`config.mk`:
```
export PLATFORM = sky130hd
export DESIGN_NAME = control_sequencer
export DESIGN_NICKNAME = d
export VERILOG_FILES = /design/src/rtl/control_pkg.sv /design/src/rtl/ctrl_wait_cnt.sv /design/src/rtl/control_sequencer.sv
export SDC_FILE = /design/constraint.sdc
export NUM_CORES = 1
export LEC_CHECK = 0
export CORE_ASPECT_RATIO = 0.6
export CORE_MARGIN = 4
export CORE_UTILIZATION = 53
export DETAILED_ROUTE_END_ITERATION = 7
export GPL_ROUTABILITY_DRIVEN = 0
export PLACE_DENSITY_LB_ADDON = 0.25
export RECOVER_POWER = 50
export SETUP_SLACK_MARGIN = 0.15
export SLEW_MARGIN = 20
export SYNTH_ARGS = -nofsm -noshare
export SYNTH_HDL_FRONTEND = slang
export SYNTH_SLANG_ARGS = --single-unit
```
`constraint.sdc`:
```
create_clock -name clk -period 4.9 [get_ports clk]
set_clock_uncertainty 0.15 [all_clocks]
set_input_delay 0.735 -clock clk [delete_from_list [all_inputs] [get_ports clk]]
set_output_delay 0.735 -clock clk [all_outputs]
set_load 0.1 [all_outputs]
```
`src/rtl/control_pkg.sv`:
```
// Shared encodings for the hardwired control unit: opcodes, FSM states,
// instruction classes and strobe bit positions.
package control_pkg;

   localparam logic [4:0] OP_LD   = 5'd0;
   localparam logic [4:0] OP_LDI  = 5'd1;
   localparam logic [4:0] OP_ST   = 5'd2;
   localparam logic [4:0] OP_ADD  = 5'd3;
   localparam logic [4:0] OP_SUB  = 5'd4;
   localparam logic [4:0] OP_AND  = 5'd5;
   localparam logic [4:0] OP_OR   = 5'd6;
   localparam logic [4:0] OP_SHR  = 5'd7;
   localparam logic [4:0] OP_SHL  = 5'd8;
   localparam logic [4:0] OP_ROR  = 5'd9;
   localparam logic [4:0] OP_ROL  = 5'd10;
   localparam logic [4:0] OP_ADDI = 5'd11;
   localparam logic [4:0] OP_ANDI = 5'd12;
   localparam logic [4:0] OP_ORI  = 5'd13;
   localparam logic [4:0] OP_MUL  = 5'd14;
   localparam logic [4:0] OP_DIV  = 5'd15;
   localparam logic [4:0] OP_NEG  = 5'd16;
   localparam logic [4:0] OP_NOT  = 5'd17;
   localparam logic [4:0] OP_BR   = 5'd18;
   localparam logic [4:0] OP_JR   = 5'd19;
   localparam logic [4:0] OP_IN   = 5'd20;
   localparam logic [4:0] OP_OUT  = 5'd21;
   localparam logic [4:0] OP_MFHI = 5'd22;
   localparam logic [4:0] OP_MFLO = 5'd23;
   localparam logic [4:0] OP_NOP  = 5'd26;
   localparam logic [4:0] OP_HALT = 5'd27;

   typedef enum logic [3:0] {
      S_RST, S_T0, S_T1, S_T2, S_T3, S_T4, S_T5, S_T6, S_T7, S_HALT, S_PAUSE
   } state_t;

   typedef enum logic [3:0] {
      C_RTYPE, C_IMM, C_LDI, C_LD, C_ST, C_MULDIV, C_UNARY, C_BR,
      C_JR, C_IN, C_OUT, C_MFHI, C_MFLO, C_HALT, C_NOP, C_ILL
   } op_class_t;

   // bus_drv bit positions
   localparam int B_ROUT = 0, B_BAOUT = 1, B_HIOUT = 2, B_LOOUT = 3, B_ZHIGH = 4;
   localparam int B_ZLOW = 5, B_PCOUT = 6, B_MDROUT = 7, B_INPORT = 8, B_COUT = 9;
   // reg_ld bit positions
   localparam int L_OUTPORT = 0, L_CONIN = 1, L_RIN = 2, L_MDRIN = 3, L_ZIN = 4, L_LOIN = 5;
   localparam int L_HIIN = 6, L_YIN = 7, L_MARIN = 8, L_IRIN = 9, L_PCIN = 10;
   // alu_op bit positions
   localparam int A_INCPC = 0, A_NOT = 1, A_NEG = 2, A_ROL = 3, A_ROR = 4, A_SHL = 5, A_SHR = 6;
   localparam int A_DIV = 7, A_MUL = 8, A_SUB = 9, A_ADD = 10, A_OR = 11, A_AND = 12;
   // gr_sel bit positions
   localparam int G_GRC = 0, G_GRB = 1, G_GRA = 2;

   function automatic op_class_t classify(input logic [4:0] op);
      case (op)
         OP_ADD, OP_SUB, OP_AND, OP_OR,
         OP_SHR, OP_SHL, OP_ROR, OP_ROL: return C_RTYPE;
         OP_ADDI, OP_ANDI, OP_ORI:       return C_IMM;
         OP_LDI:                         return C_LDI;
         OP_LD:                          return C_LD;
         OP_ST:                          return C_ST;
         OP_MUL, OP_DIV:                 return C_MULDIV;
         OP_NEG, OP_NOT:                 return C_UNARY;
         OP_BR:                          return C_BR;
         OP_JR:                          return C_JR;
         OP_IN:                          return C_IN;
         OP_OUT:                         return C_OUT;
         OP_MFHI:                        return C_MFHI;
         OP_MFLO:                        return C_MFLO;
         OP_HALT:                        return C_HALT;
         OP_NOP:                         return C_NOP;
         default:                        return C_ILL;
      endcase
   endfunction

   function automatic logic [12:0] alu_sel(input logic [4:0] op);
      logic [12:0] a;
      a = '0;
      case (op)
         OP_ADD, OP_ADDI: a[A_ADD] = 1'b1;
         OP_SUB:          a[A_SUB] = 1'b1;
         OP_AND, OP_ANDI: a[A_AND] = 1'b1;
         OP_OR, OP_ORI:   a[A_OR]  = 1'b1;
         OP_SHR:          a[A_SHR] = 1'b1;
         OP_SHL:          a[A_SHL] = 1'b1;
         OP_ROR:          a[A_ROR] = 1'b1;
         OP_ROL:          a[A_ROL] = 1'b1;
         OP_MUL:          a[A_MUL] = 1'b1;
         OP_DIV:          a[A_DIV] = 1'b1;
         OP_NEG:          a[A_NEG] = 1'b1;
         OP_NOT:          a[A_NOT] = 1'b1;
         default:         a = '0;
      endcase
      return a;
   endfunction

endpackage

```
`src/rtl/ctrl_wait_cnt.sv`:
```
// 4-bit hold counter: loaded on entry to a held step, counts down to zero
// and sticks there; zero marks the last cycle of the held step.
module ctrl_wait_cnt (
   input  logic       clk,
   input  logic       clear,
   input  logic       load,
   input  logic [3:0] load_val,
   input  logic       dec,
   output logic       zero
);

   logic [3:0] count;

   always_ff @(posedge clk or negedge clear) begin
      if (!clear)                     count <= '0;
      else if (load)                  count <= load_val;
      else if (dec && count != 4'd0)  count <= count - 4'd1;
   end

   assign zero = (count == 4'd0);

endmodule

```
`src/rtl/control_sequencer.sv`:
```
// Hardwired Moore control unit for the 32-bit bus datapath (fetch/decode/execute).
// Optional CTRL_SINGLE_STEP_EN: pause after each instruction until a rising edge on step.
module control_sequencer
   import control_pkg::*;
#(
   parameter int MEM_WAIT    = 1,
   parameter int MULDIV_WAIT = 2
) (
   input  logic        clk,
   input  logic        clear,
   input  logic [4:0]  ir_op,
   input  logic        con_ff,
   input  logic        step,
   output logic [9:0]  bus_drv,
   output logic [10:0] reg_ld,
   output logic [12:0] alu_op,
   output logic [2:0]  gr_sel,
   output logic        read,
   output logic        write,
   output logic        run,
   output logic        instr_done,
   output logic        illegal_op
);

   localparam logic [3:0] MEM_W = 4'(MEM_WAIT);
   localparam logic [3:0] MD_W  = 4'(MULDIV_WAIT);

`ifdef CTRL_SINGLE_STEP_EN
   localparam state_t S_FIN = S_PAUSE;
`else
   localparam state_t S_FIN = S_T0;
`endif

   state_t     state, nxt;
   logic [4:0] op_q;
   logic       take_q, step_q;
   logic       load, dec, zero;
   logic [3:0] load_val;
   op_class_t  cls, cls_t2;

   assign cls    = classify(op_q);
   assign cls_t2 = classify(ir_op);

`ifdef CTRL_SINGLE_STEP_EN
   logic step_rise;
   assign step_rise = step & ~step_q;
`else
   logic unused_step;
   assign unused_step = step ^ step_q;
`endif

   ctrl_wait_cnt u_wait (
      .clk      (clk),
      .clear    (clear),
      .load     (load),
      .load_val (load_val),
      .dec      (dec),
      .zero     (zero)
   );

   always_comb begin
      nxt      = state;
      load     = 1'b0;
      load_val = 4'd0;
      dec      = 1'b0;
      case (state)
         S_RST: nxt = S_T0;
         S_T0: begin nxt = S_T1; load = 1'b1; load_val = MEM_W; end
         S_T1: if (zero) nxt = S_T2; else dec = 1'b1;
         S_T2: nxt = (cls_t2 == C_NOP || cls_t2 == C_ILL) ? S_FIN : S_T3;
         S_T3:
            case (cls)
               C_HALT:                            nxt = S_HALT;
               C_JR, C_IN, C_OUT, C_MFHI, C_MFLO: nxt = S_FIN;
               C_MULDIV: begin nxt = S_T4; load = 1'b1; load_val = MD_W; end
               default:                           nxt = S_T4;
            endcase
         S_T4:
            case (cls)
               C_MULDIV: if (zero) nxt = S_T5; else dec = 1'b1;
               C_UNARY:  nxt = S_FIN;
               default:  nxt = S_T5;
            endcase
         S_T5:
            case (cls)
               C_LD: begin nxt = S_T6; load = 1'b1; load_val = MEM_W; end
               C_ST, C_MULDIV, C_BR: nxt = S_T6;
               default:              nxt = S_FIN;
            endcase
         S_T6:
            case (cls)
               C_LD: if (zero) nxt = S_T7; else dec = 1'b1;
               C_ST: begin nxt = S_T7; load = 1'b1; load_val = MEM_W; end
               default: nxt = S_FIN;
            endcase
         S_T7:
            if (cls == C_ST && !zero) dec = 1'b1;
            else                      nxt = S_FIN;
`ifdef CTRL_SINGLE_STEP_EN
         S_PAUSE: if (step_rise) nxt = S_T0;
`endif
         default: nxt = state;
      endcase
   end

   // Opcode is captured at decode and the branch condition before the PC update,
   // so every later strobe depends only on registered state.
   always_ff @(posedge clk or negedge clear) begin
      if (!clear) begin
         state  <= S_RST;
         op_q   <= '0;
         take_q <= 1'b0;
         step_q <= 1'b0;
      end else begin
         state  <= nxt;
         step_q <= step;
         if (state == S_T2) op_q   <= ir_op;
         if (state == S_T5) take_q <= con_ff;
      end
   end

   always_comb begin
      bus_drv    = '0;
      reg_ld     = '0;
      alu_op     = '0;
      gr_sel     = '0;
      read       = 1'b0;
      write      = 1'b0;
      instr_done = 1'b0;
      illegal_op = 1'b0;
      run        = (state != S_RST) && (state != S_HALT);
      case (state)
         S_T0: begin
            bus_drv[B_PCOUT] = 1'b1; reg_ld[L_MARIN] = 1'b1;
            alu_op[A_INCPC]  = 1'b1; reg_ld[L_ZIN]   = 1'b1;
         end
         S_T1: begin
            bus_drv[B_ZLOW] = 1'b1; reg_ld[L_PCIN] = 1'b1;
            read            = 1'b1; reg_ld[L_MDRIN] = 1'b1;
         end
         S_T2: begin
            bus_drv[B_MDROUT] = 1'b1; reg_ld[L_IRIN] = 1'b1;
            instr_done = (cls_t2 == C_NOP) || (cls_t2 == C_ILL);
            illegal_op = (cls_t2 == C_ILL);
         end
         S_T3:
            case (cls)
               C_RTYPE, C_IMM: begin gr_sel[G_GRB] = 1'b1; bus_drv[B_ROUT] = 1'b1; reg_ld[L_YIN] = 1'b1; end
               C_LDI, C_LD, C_ST: begin gr_sel[G_GRB] = 1'b1; bus_drv[B_BAOUT] = 1'b1; reg_ld[L_YIN] = 1'b1; end
               C_MULDIV: begin gr_sel[G_GRA] = 1'b1; bus_drv[B_ROUT] = 1'b1; reg_ld[L_YIN] = 1'b1; end
               C_UNARY: begin
                  gr_sel[G_GRB] = 1'b1; bus_drv[B_ROUT] = 1'b1;
                  alu_op = alu_sel(op_q); reg_ld[L_ZIN] = 1'b1;
               end
               C_BR: begin gr_sel[G_GRA] = 1'b1; bus_drv[B_ROUT] = 1'b1; reg_ld[L_CONIN] = 1'b1; end
               C_JR: begin
                  gr_sel[G_GRA] = 1'b1; bus_drv[B_ROUT] = 1'b1; reg_ld[L_PCIN] = 1'b1; instr_done = 1'b1;
               end
               C_IN: begin
                  bus_drv[B_INPORT] = 1'b1; gr_sel[G_GRA] = 1'b1; reg_ld[L_RIN] = 1'b1; instr_done = 1'b1;
               end
               C_OUT: begin
                  gr_sel[G_GRA] = 1'b1; bus_drv[B_ROUT] = 1'b1; reg_ld[L_OUTPORT] = 1'b1; instr_done = 1'b1;
               end
               C_MFHI: begin
                  bus_drv[B_HIOUT] = 1'b1; gr_sel[G_GRA] = 1'b1; reg_ld[L_RIN] = 1'b1; instr_done = 1'b1;
               end
               C_MFLO: begin
                  bus_drv[B_LOOUT] = 1'b1; gr_sel[G_GRA] = 1'b1; reg_ld[L_RIN] = 1'b1; instr_done = 1'b1;
               end
               C_HALT: instr_done = 1'b1;
               default: ;
            endcase
         S_T4:
            case (cls)
               C_RTYPE: begin
                  gr_sel[G_GRC] = 1'b1; bus_drv[B_ROUT] = 1'b1;
                  alu_op = alu_sel(op_q); reg_ld[L_ZIN] = 1'b1;
               end
               C_IMM: begin bus_drv[B_COUT] = 1'b1; alu_op = alu_sel(op_q); reg_ld[L_ZIN] = 1'b1; end
               C_LDI, C_LD, C_ST: begin bus_drv[B_COUT] = 1'b1; alu_op[A_ADD] = 1'b1; reg_ld[L_ZIN] = 1'b1; end
               C_MULDIV: begin
                  gr_sel[G_GRB] = 1'b1; bus_drv[B_ROUT] = 1'b1;
                  alu_op = alu_sel(op_q); reg_ld[L_ZIN] = 1'b1;
               end
               C_UNARY: begin
                  bus_drv[B_ZLOW] = 1'b1; gr_sel[G_GRA] = 1'b1; reg_ld[L_RIN] = 1'b1; instr_done = 1'b1;
               end
               C_BR: begin bus_drv[B_PCOUT] = 1'b1; reg_ld[L_YIN] = 1'b1; end
               default: ;
            endcase
         S_T5:
            case (cls)
               C_RTYPE, C_IMM, C_LDI: begin
                  bus_drv[B_ZLOW] = 1'b1; gr_sel[G_GRA] = 1'b1; reg_ld[L_RIN] = 1'b1; instr_done = 1'b1;
               end
               C_LD, C_ST: begin bus_drv[B_ZLOW] = 1'b1; reg_ld[L_MARIN] = 1'b1; end
               C_MULDIV:   begin bus_drv[B_ZLOW] = 1'b1; reg_ld[L_LOIN] = 1'b1; end
               C_BR: begin bus_drv[B_COUT] = 1'b1; alu_op[A_ADD] = 1'b1; reg_ld[L_ZIN] = 1'b1; end
               default: ;
            endcase
         S_T6:
            case (cls)
               C_LD: begin read = 1'b1; reg_ld[L_MDRIN] = 1'b1; end
               C_ST: begin gr_sel[G_GRA] = 1'b1; bus_drv[B_ROUT] = 1'b1; reg_ld[L_MDRIN] = 1'b1; end
               C_MULDIV: begin bus_drv[B_ZHIGH] = 1'b1; reg_ld[L_HIIN] = 1'b1; instr_done = 1'b1; end
               C_BR: begin
                  bus_drv[B_ZLOW] = take_q; reg_ld[L_PCIN] = take_q; instr_done = 1'b1;
               end
               default: ;
            endcase
         S_T7:
            case (cls)
               C_LD: begin
                  bus_drv[B_MDROUT] = 1'b1; gr_sel[G_GRA] = 1'b1; reg_ld[L_RIN] = 1'b1; instr_done = 1'b1;
               end
               C_ST: begin write = 1'b1; instr_done = zero; end
               default: ;
            endcase
         default: ;
      endcase
   end

endmodule

```
==> impl_metrics.json <==
{
  "crit_chain": "clkdlybuf4s50_1, inv_1, ha_1, a21o_1, nand3_1, nor2_1, a21boi_0, clkbuf_1",
  "first_iter_violations": 293,
  "start_kind": "input pin",
  "fmaxAchievable_mhz": 246,
  "die_h_um": 54.6,
  "status": "completed",
  "fin_crit_ns": 4.07,
  "multi_input_area_mm2": 0.00148,
  "vias_per_cell": 6.20,
  "grt_max_degree": 21,
  "syn_avg_cell_area_um2": 7.01,
  "synth_xor_area_share_pct": 1.37,
  "fp-row-count": 16,
  "cts_buffers": 3,
  "critPathArrivalTime_ns": 3.19,
  "yosys.area_share.adder_pct": 7.16,
  "critPathMaxFanout": 3,
  "nFillCells": 297,
  "drv_cap": 0,
  "ys_warn_count": 0,
  "critPathTopFamily": "buffers and inverters",
  "slew_violations": 0,
  "postCtsSetupBuffers": 0,
  "synthMuxAreaShare_pct": 4.43,
  "synth_cell_types": 57,
  "fin_crit_sh_pct": 83.1,
  "syn_inst": 274,
  "synth_top_family_by_area": "simple AND/OR/NAND/NOR gates",
  "diodes": 0,
  "worst_pin_slew_ns": 1.19,
  "drive_above_1_share_pct": 18.4,
  "reg2regPathDepth": 9,
  "max-slew-margin-rel_pct": 21.0,
  "crit_path_end_kind": "primary output",
  "antenna_found_initial": 0,
  "synthSimpleGateAreaFrac_pct": 35.7,
  "cts_max_path_buffers": 2,
  "drcViolationCount": 0,
  "hp-start": "u_wait.count[2]",
  "finalNetCount": 331,
  "yosysMostFrequentCell": "nand2_1",
  "ys_ff_latch": 14,
  "path_clk_slew_ns": 0.06,
  "syn2layout_area_growth_pct": 23.3,
  "globalRoute.totalOverflow": 0,
  "rsz0062_at_grt": "no",
  "cts_root_buffer": "clkbuf_8",
  "synth_top_area_share_pct": 18.2,
  "die_x_um": 85.7,
  "track_usage_pct": 24.1,
  "critPathRequiredTime_ns": 4.01,
  "setup_viol": 0,
  "firstDrtPassIters": 5,
  "grt_pass1_vias": 1858,
  "drt-total-wl_um": 5490,
  "portBuffers": 49,
  "grt_pass1_wl_um": 9010,
  "cpPeakStageDelay_ns": 0.88,
  "ys_seq_area_share_pct": 18.2,
  "rrSetupSlack_ns": 1.42,
  "setup_tns_ns": 0,
  "cts_tree": "yes",
  "via_count": 2202,
  "synth-edff-count": 0,
  "worstReg2RegStart": "op_q[1]",
  "ff_latch_area_um2": 350,
  "syn-num-nets": 294,
  "postCtsHoldBufs": 0,
  "synth_top_cell_by_area": "dfrtp_1",
  "cp_slowest_cell": "clkbuf_1",
  "yosys-top-cells-area": "dfrtp_1, ha_1, nand2_1, nor3_1, nor2_1",
  "dieArea_mm2": 0.00469,
  "hold_viol": 0,
  "cts_resized": 0,
  "postSynth.asyncResetShare_pct": 100,
  "core_area_mm2": 0.00336,
  "synth-compound-area-share_pct": 25.8,
  "clock_latency_ns": 0.25,
  "syn_area_mm2": 0.00192,
  "holdPathStages": 1,
  "crit_buf_inv": 3,
  "routedWlPerCell_um": 15.5,
  "ant_nets": 0,
  "synthFlopType": "dfrtp_1",
  "hpwlAfterDp_um": 4330,
  "io_pins": 51,
  "clock_sinks": 14,
  "min_to": "u_wait.count[2]",
  "netlist_top_cells_count": "nand2_1, nor2_1, nor3_1",
  "r2r-end": "state[1]",
  "htree_num_levels": 1,
  "critPathKind": "input pin to primary output",
  "initial_core_util_pct": 57.1,
  "hold_path.class": "flop to flop"
}
flip-flops by register name, indices dropped and copies added (netlist names):
register	cells
op_q	5
take_q	1
u_wait.count	4
state	4
worst reg2reg max path, cell delays in order (launching register included):
cell     delay [ns]
dfrtp_1        0.46
inv_1          0.12
ha_1           0.27
or3b_1         0.41
a32oi_4        0.50
or3_1          0.21
o31ai_1        0.10
o31a_1         0.44
or4_1          0.55
o211a_1        0.15
cell type report:
class	instances	area share [%]
tap	45	2.38
inverter	14	2.22
timing repair buffer	50	15.9
clock buffer	4	2.32
multi-input combinational	228	62.4
sequential	14	14.8
routing by layer:
layer	GRT usage [%]	vias up	wire length, um
li1	-	1056	-
met1	36.3	992	2580
met2	34.4	145	2130
met3	4.96	9	726
met4	6.05	0	57
met5	0	-	0
kinds of logic after synthesis:
family          count (synthesis)
simple gates                  135
compound gates                 71
buf+inv                        32
flops                          14
fa+ha+maj                      11
mux                             8
xor+xnor                        3
layout by cell type, fill, tap and decap left out, types with 2 or more instances in the layout:
master	synthesis	layout
a211oi_1	3	3
a21o_1	5	5
a21oi_1	16	16
and2_1	4	4
and4_1	4	4
buf_4	2	34
clkbuf_1	9	6
clkbuf_8	0	4
clkdlybuf4s50_1	0	7
dfrtp_1	14	14
dlygate4sd3_1	0	3
ha_1	11	11
inv_1	14	14
mux2_2	4	4
mux2i_1	4	4
nand2_1	35	35
nand2b_1	7	7
nand3_1	10	10
nand3b_1	3	3
nand4_1	2	2
nor2_1	26	25
nor2b_1	7	7
nor3_1	20	12
nor3_2	0	8
nor3b_1	4	4
o211a_1	3	3
o21a_1	4	4
o21ai_0	19	14
o21ai_1	2	7
o31ai_1	1	2
or3_1	5	5
xnor2_1	3	3
through the flow:
| step | cells | util, % | hold slack (ns) | cell area, um2 | setup WS [ns] |
|---|---|---|---|---|---|
| global placement | 351 | 70.0 | 0.357 | 2350 | 1.20 |
| global route | 355 | 70.5 | 0.383 | 2370 | 0.565 |
| detailed placement | 351 | 70.0 | 0.357 | 2350 | 1.16 |
| floorplan | 274 | - | 0.289 | 1990 | 0.0251 |
| CTS | 355 | 71.6 | 0.366 | 2410 | 0.888 |
| finish | 355 | 70.5 | 0.372 | 2370 | 0.828 |
how the worst max path moves through the flow:
| stage | from | end | slack [ns] | cells after the start |
|---|---|---|---|---|
| 6_report | ir_op[0] | illegal_op | 0.83 | 8 |
| 5_1_grt | op_q[1] | alu_op[2] | 0.56 | 10 |
| 4_1_cts | op_q[1] | alu_op[2] | 0.89 | 10 |
| 3_5_place_dp | op_q[1] | alu_op[2] | 1.16 | 10 |
| 3_3_place_gp | op_q[1] | alu_op[2] | 1.20 | 10 |
| 2_1_floorplan | op_q[1] | reg_ld[10] | 0.03 | 8 |
Power is not shown: default switching activity piles up to over one toggle a cycle in this logic, so the estimate is an artifact.
==> edit 1, RTL diff (config.mk and constraints unchanged) <==
Add an input register stage for `ir_op` and `con_ff`; this delays them by one clock. The other inputs are not delayed to match.
--- a/src/rtl/control_sequencer.sv
+++ b/src/rtl/control_sequencer.sv
@@ -25,6 +25,14 @@
    localparam logic [3:0] MEM_W = 4'(MEM_WAIT);
    localparam logic [3:0] MD_W  = 4'(MULDIV_WAIT);
 
+   logic [4:0] ir_op_q;
+   logic con_ff_q;
+
+   always_ff @(posedge clk) begin
+      ir_op_q  <= ir_op;
+      con_ff_q <= con_ff;
+   end
+
 `ifdef CTRL_SINGLE_STEP_EN
    localparam state_t S_FIN = S_PAUSE;
 `else
@@ -39,7 +47,7 @@
    op_class_t  cls, cls_t2;
 
    assign cls    = classify(op_q);
-   assign cls_t2 = classify(ir_op);
+   assign cls_t2 = classify(ir_op_q);
 
 `ifdef CTRL_SINGLE_STEP_EN
    logic step_rise;
@@ -114,8 +122,8 @@
       end else begin
          state  <= nxt;
          step_q <= step;
-         if (state == S_T2) op_q   <= ir_op;
-         if (state == S_T5) take_q <= con_ff;
+         if (state == S_T2) op_q   <= ir_op_q;
+         if (state == S_T5) take_q <= con_ff_q;
       end
    end
 
Function: changed (Yosys sat finds a counterexample within 10 cycles, from zero or initial values).
==> edit 1 against the unedited design <==
Critical path type is now reg2out; highest routed layer unchanged; routed wire length rose by 18%; sequential cell count up 10; design area rose by 15%; sequential share of layout area up 5.3 points; setup slack got worse by 0.35 ns; critical endpoint is now instr_done; via count rose by 12%; area after synthesis rose by 20%.
Power is not shown: default switching activity piles up to over one toggle a cycle in this logic, so the estimate is an artifact.
==> edit 1: results <==
metrics = {
    "status": {
        "status": "finished clean",
    },
    "grt": {
        "grt_pass1_vias": 2047,
        "grt_start_max_net_pins": 22,
        "grt_use_total": 0.234,
        "grt_pass1_wl_mm": 10.3,
    },
    "synth": {
        "muxShareOfSynthArea": 0.0335,
        "synth-compound-area-share": 0.304,
        "ys_types": 72,
        "synth-xor-area-share": 0.00379,
        "ys_seq_area_frac": 0.238,
        "synth_nets": 316,
        "ys_top_cells_by_area": "dfrtp_1, dfxtp_1, ha_1",
        "synth_common_cells": "nand2_1, o21ai_0, nor2_1",
        "synth_fa_ha_area_frac": 0.0649,
        "synth-async-reset-ratio": 0.583,
    },
    "critical_path": {
        "crit_arrival_ns": 3.54,
        "cp_max_fo": 10,
        "slowest_delay_ns": 0.54,
        "reg2reg_slack_ns": 0.75,
        "crit_family": "compound AO/OA/AOI/OAI gates",
        "slowest_stage": "or4_1",
        "r2r-end": "state[2]",
    },
    "drt": {
        "post_drt_via_cell_ratio": 6.35,
        "drt_wl_total_mm": 6.47,
        "drt_first_iter_violations": 307,
    },
    "final_layout": {
        "seqCellArea_um2": 551,
        "inverters": 18,
        "reg_top3": "ir_op_q x5, op_q x5",
        "final_layout_size_suffix_gt1_frac": 0.206,
        "fill_cells": 365,
        "buffer_area_frac": 0.145,
        "clk_share": 0.0261,
        "multi_input_area_share": 0.576,
        "multi_input_gates": 234,
        "num-nets-final": 352,
    },
    "placed_design": {
        "place_area_um2": 2690,
        "dp_hpwl_mm": 4.96,
        "pre_cts_slack_ns": 1.04,
    },
    "floorplanning": {
        "rows": 18,
    },
    "cts": {
        "clock_sinks": 24,
        "clock_insertion_delay_worst_skew_ns": 0.26,
        "cts.clk_slew.worst_paths_ns": 0.08,
    },
    "timing": {
        "slew_headroom": 0.223,
    },
    "worst_hold_path": {
        "hp-start": "con_ff_q",
        "hold_depth": 2,
        "hold_class": "reg2reg",
    },
}
-- edit 1: cell count changes in the layout (fill, tap and decap cells not counted), moves of 5 or more --
cell,delta
dfxtp_1,+10
o21ai_0,+10
a21oi_1,-7
dlygate4sd3_1,+7
clkdlybuf4s50_1,-6
nand2_1,-5
nor3_1,+5
nor3_2,-5
o211ai_1,+5
-- edit 1: through the flow --
stage                     TNS [ns]  cells  hold WS (ns)   util
after floorplan              -1.26    295         0.248      -
after global placement           0    386         0.269  0.646
after detailed placement         0    386         0.267  0.646
after CTS                        0    390         0.280  0.663
after global routing             0    390         0.281  0.656
final                            0    390         0.280  0.656
-- edit 1: logic make-up after synthesis --
group / after synthesis
and+or+nand+nor: 122
AOI/OAI and AO/OA: 92
buffers and inverters: 37
DFF: 24
adders and majority gates: 12
muxes: 7
xor gates and xnor gates: 1
-- edit 1: how the worst max path moves through the flow --
stage                     slack (ns)    endpoint
after detailed placement        1.04  instr_done
after global routing            0.36  instr_done
after global placement          1.03  instr_done
final                           0.48  instr_done
after CTS                       0.74  instr_done
after floorplan                -0.18   alu_op[3]
-- edit 1: per-layer routing --
layer  vias to the layer above  GRT usage  part of all wire  routed length (µm)
met5                         -          0                 0                   0
met4                         0     0.0397             0.011                  73
met3                        12     0.0368             0.098                 636
met2                       148      0.312              0.40                2610
met1                      1152      0.387              0.49                3150
li1                       1164          -                 -                   -
-- edit 1: worst register-to-register path, delay by kind of cell (launching register included) --
kind | cells | cell delay [ns]
AO/OA/AOI/OAI | 4 | 1.83
adder cells (fa/ha/maj) | 1 | 0.27
buffers and inverters | 2 | 0.43
flip-flops | 1 | 0.51
multiplexers | 1 | 0.35
AND/OR/NAND/NOR | 1 | 0.49
==> edit 2, RTL diff (same flow settings) <==
Without the edit above. The option `CTRL_SINGLE_STEP_EN` is turned on by a define.
--- a/src/rtl/control_sequencer.sv
+++ b/src/rtl/control_sequencer.sv
@@ -1,5 +1,7 @@
 // Hardwired Moore control unit for the 32-bit bus datapath (fetch/decode/execute).
 // Optional CTRL_SINGLE_STEP_EN: pause after each instruction until a rising edge on step.
+`define CTRL_SINGLE_STEP_EN
+
 module control_sequencer
    import control_pkg::*;
 #(
Check against the original RTL: not equivalent (a bounded check fails within 10 cycles, from zero or initial values).
==> edit 2 against the unedited design <==
Area after synthesis shrank 2.2%; routed wire length grew 7.2%; sequential cell count grew 1; cell count shrank 1.7%; maximum frequency shrank 6.2%; design area shrank 1.8%; setup slack lost 0.27 ns; worst hold slack lost 0.031 ns; critical path type is now reg2reg; largest cell class unchanged; highest routed layer unchanged.
Power is left out: the tool's default activity adds up to more than one toggle a clock period on the data nets, which glitch-free logic cannot reach.
==> edit 2: results <==
metrics = {
    "critical_path": {
        "r2r_cells": 10,
        "slowest_stage": "o21ai_0",
        "cp_max_fo": 11,
        "r2r-end": "state[1]",
        "slowest_delay_ns": 1.04,
        "reg2reg_slack_ns": 0.56,
        "crit_family": "compound AO/OA/AOI/OAI gates",
        "crit_arrival_ns": 4.33,
        "crit_type": "reg2reg",
    },
    "placed_design": {
        "io_buffer_count": 50,
        "pre_cts_slack_ns": 0.990,
        "dp_hpwl_mm": 4.54,
        "place_area_um2": 2310,
    },
    "cts": {
        "post_cts_resized": 0,
        "cts_max_level": 1,
        "clock_insertion_delay_worst_skew_ns": 0.26,
        "cts_buffers": 3,
        "cts-root-buf": "clkbuf_8",
        "cts.clk_slew.worst_paths_ns": 0.07,
    },
    "drt": {
        "drtPass1Iterations": 5,
        "post_drt_wl_per_cell_um": 16.9,
        "vias": 2178,
        "drt_first_iter_violations": 376,
        "ant_nets": 0,
    },
    "worst_hold_path": {
        "hold_class": "reg2reg",
        "hold_depth": 2,
        "hold-path-endpoint": "take_q",
        "hp-start": "take_q",
    },
    "status": {
        "status": "finished clean",
    },
    "grt": {
        "grt_start_max_net_pins": 22,
        "grt_pass1_vias": 1904,
        "antenna_found_initial": 0,
        "grt_pass1_wl_mm": 9.65,
        "grt_use_total": 0.267,
    },
    "synth": {
        "ys_types": 61,
        "synth-xor-area-share": 0.0186,
        "synth-async-reset-ratio": 1.00,
        "avgSynthCellArea_um2": 7.23,
        "synth_common_cells": "nor2_1, nand2_1, o21ai_0",
        "ys_top_cells_by_area": "dfrtp_1, ha_1, nor2_1",
        "ys_seq_area_frac": 0.200,
        "synth_fa_ha_area_frac": 0.0666,
        "muxShareOfSynthArea": 0.0399,
        "synth-compound-area-share": 0.272,
        "synth_nets": 279,
    },
    "timing": {
        "fmax_mhz": 230,
        "slew_headroom": 0.0978,
        "holdWs_ns": 0.341,
    },
    "final_layout": {
        "num-nets-final": 324,
        "diodes": 0,
        "final_layout_size_suffix_gt1_frac": 0.184,
        "fin_cells": 349,
    },
}
## edit 2: area by class of cell
cell class / instances / area (µm²)
multi-input cells: 217 / 1370
fillers: 309 / 997
repair buffers: 55 / 428
flip-flops and latches: 15 / 375
well taps: 45 / 56.3
inverters: 13 / 48.8
clock buffers: 3 / 41.3
clock inverters: 1 / 7.51
## edit 2: worst register-to-register path, stage by stage (launching register included)
cell and delay, ns:
dfrtp_1 0.46, inv_1 0.14, ha_1 0.23, or3b_2 0.46, a21oi_1 0.24, a31o_1 0.36
clkbuf_1 0.32, mux2_1 0.40, o21ai_0 1.04, nand2_4 0.07, mux2_1 0.36
## edit 2: per-layer routing
metal | vias up | wire length, µm | global-route usage
met4 | 0 | 116 | 0.0474
li1 | 1032 | - | -
met2 | 172 | 2280 | 0.382
met5 | - | 0 | 0.0568
met1 | 953 | 2640 | 0.388
met3 | 21 | 857 | 0.0872
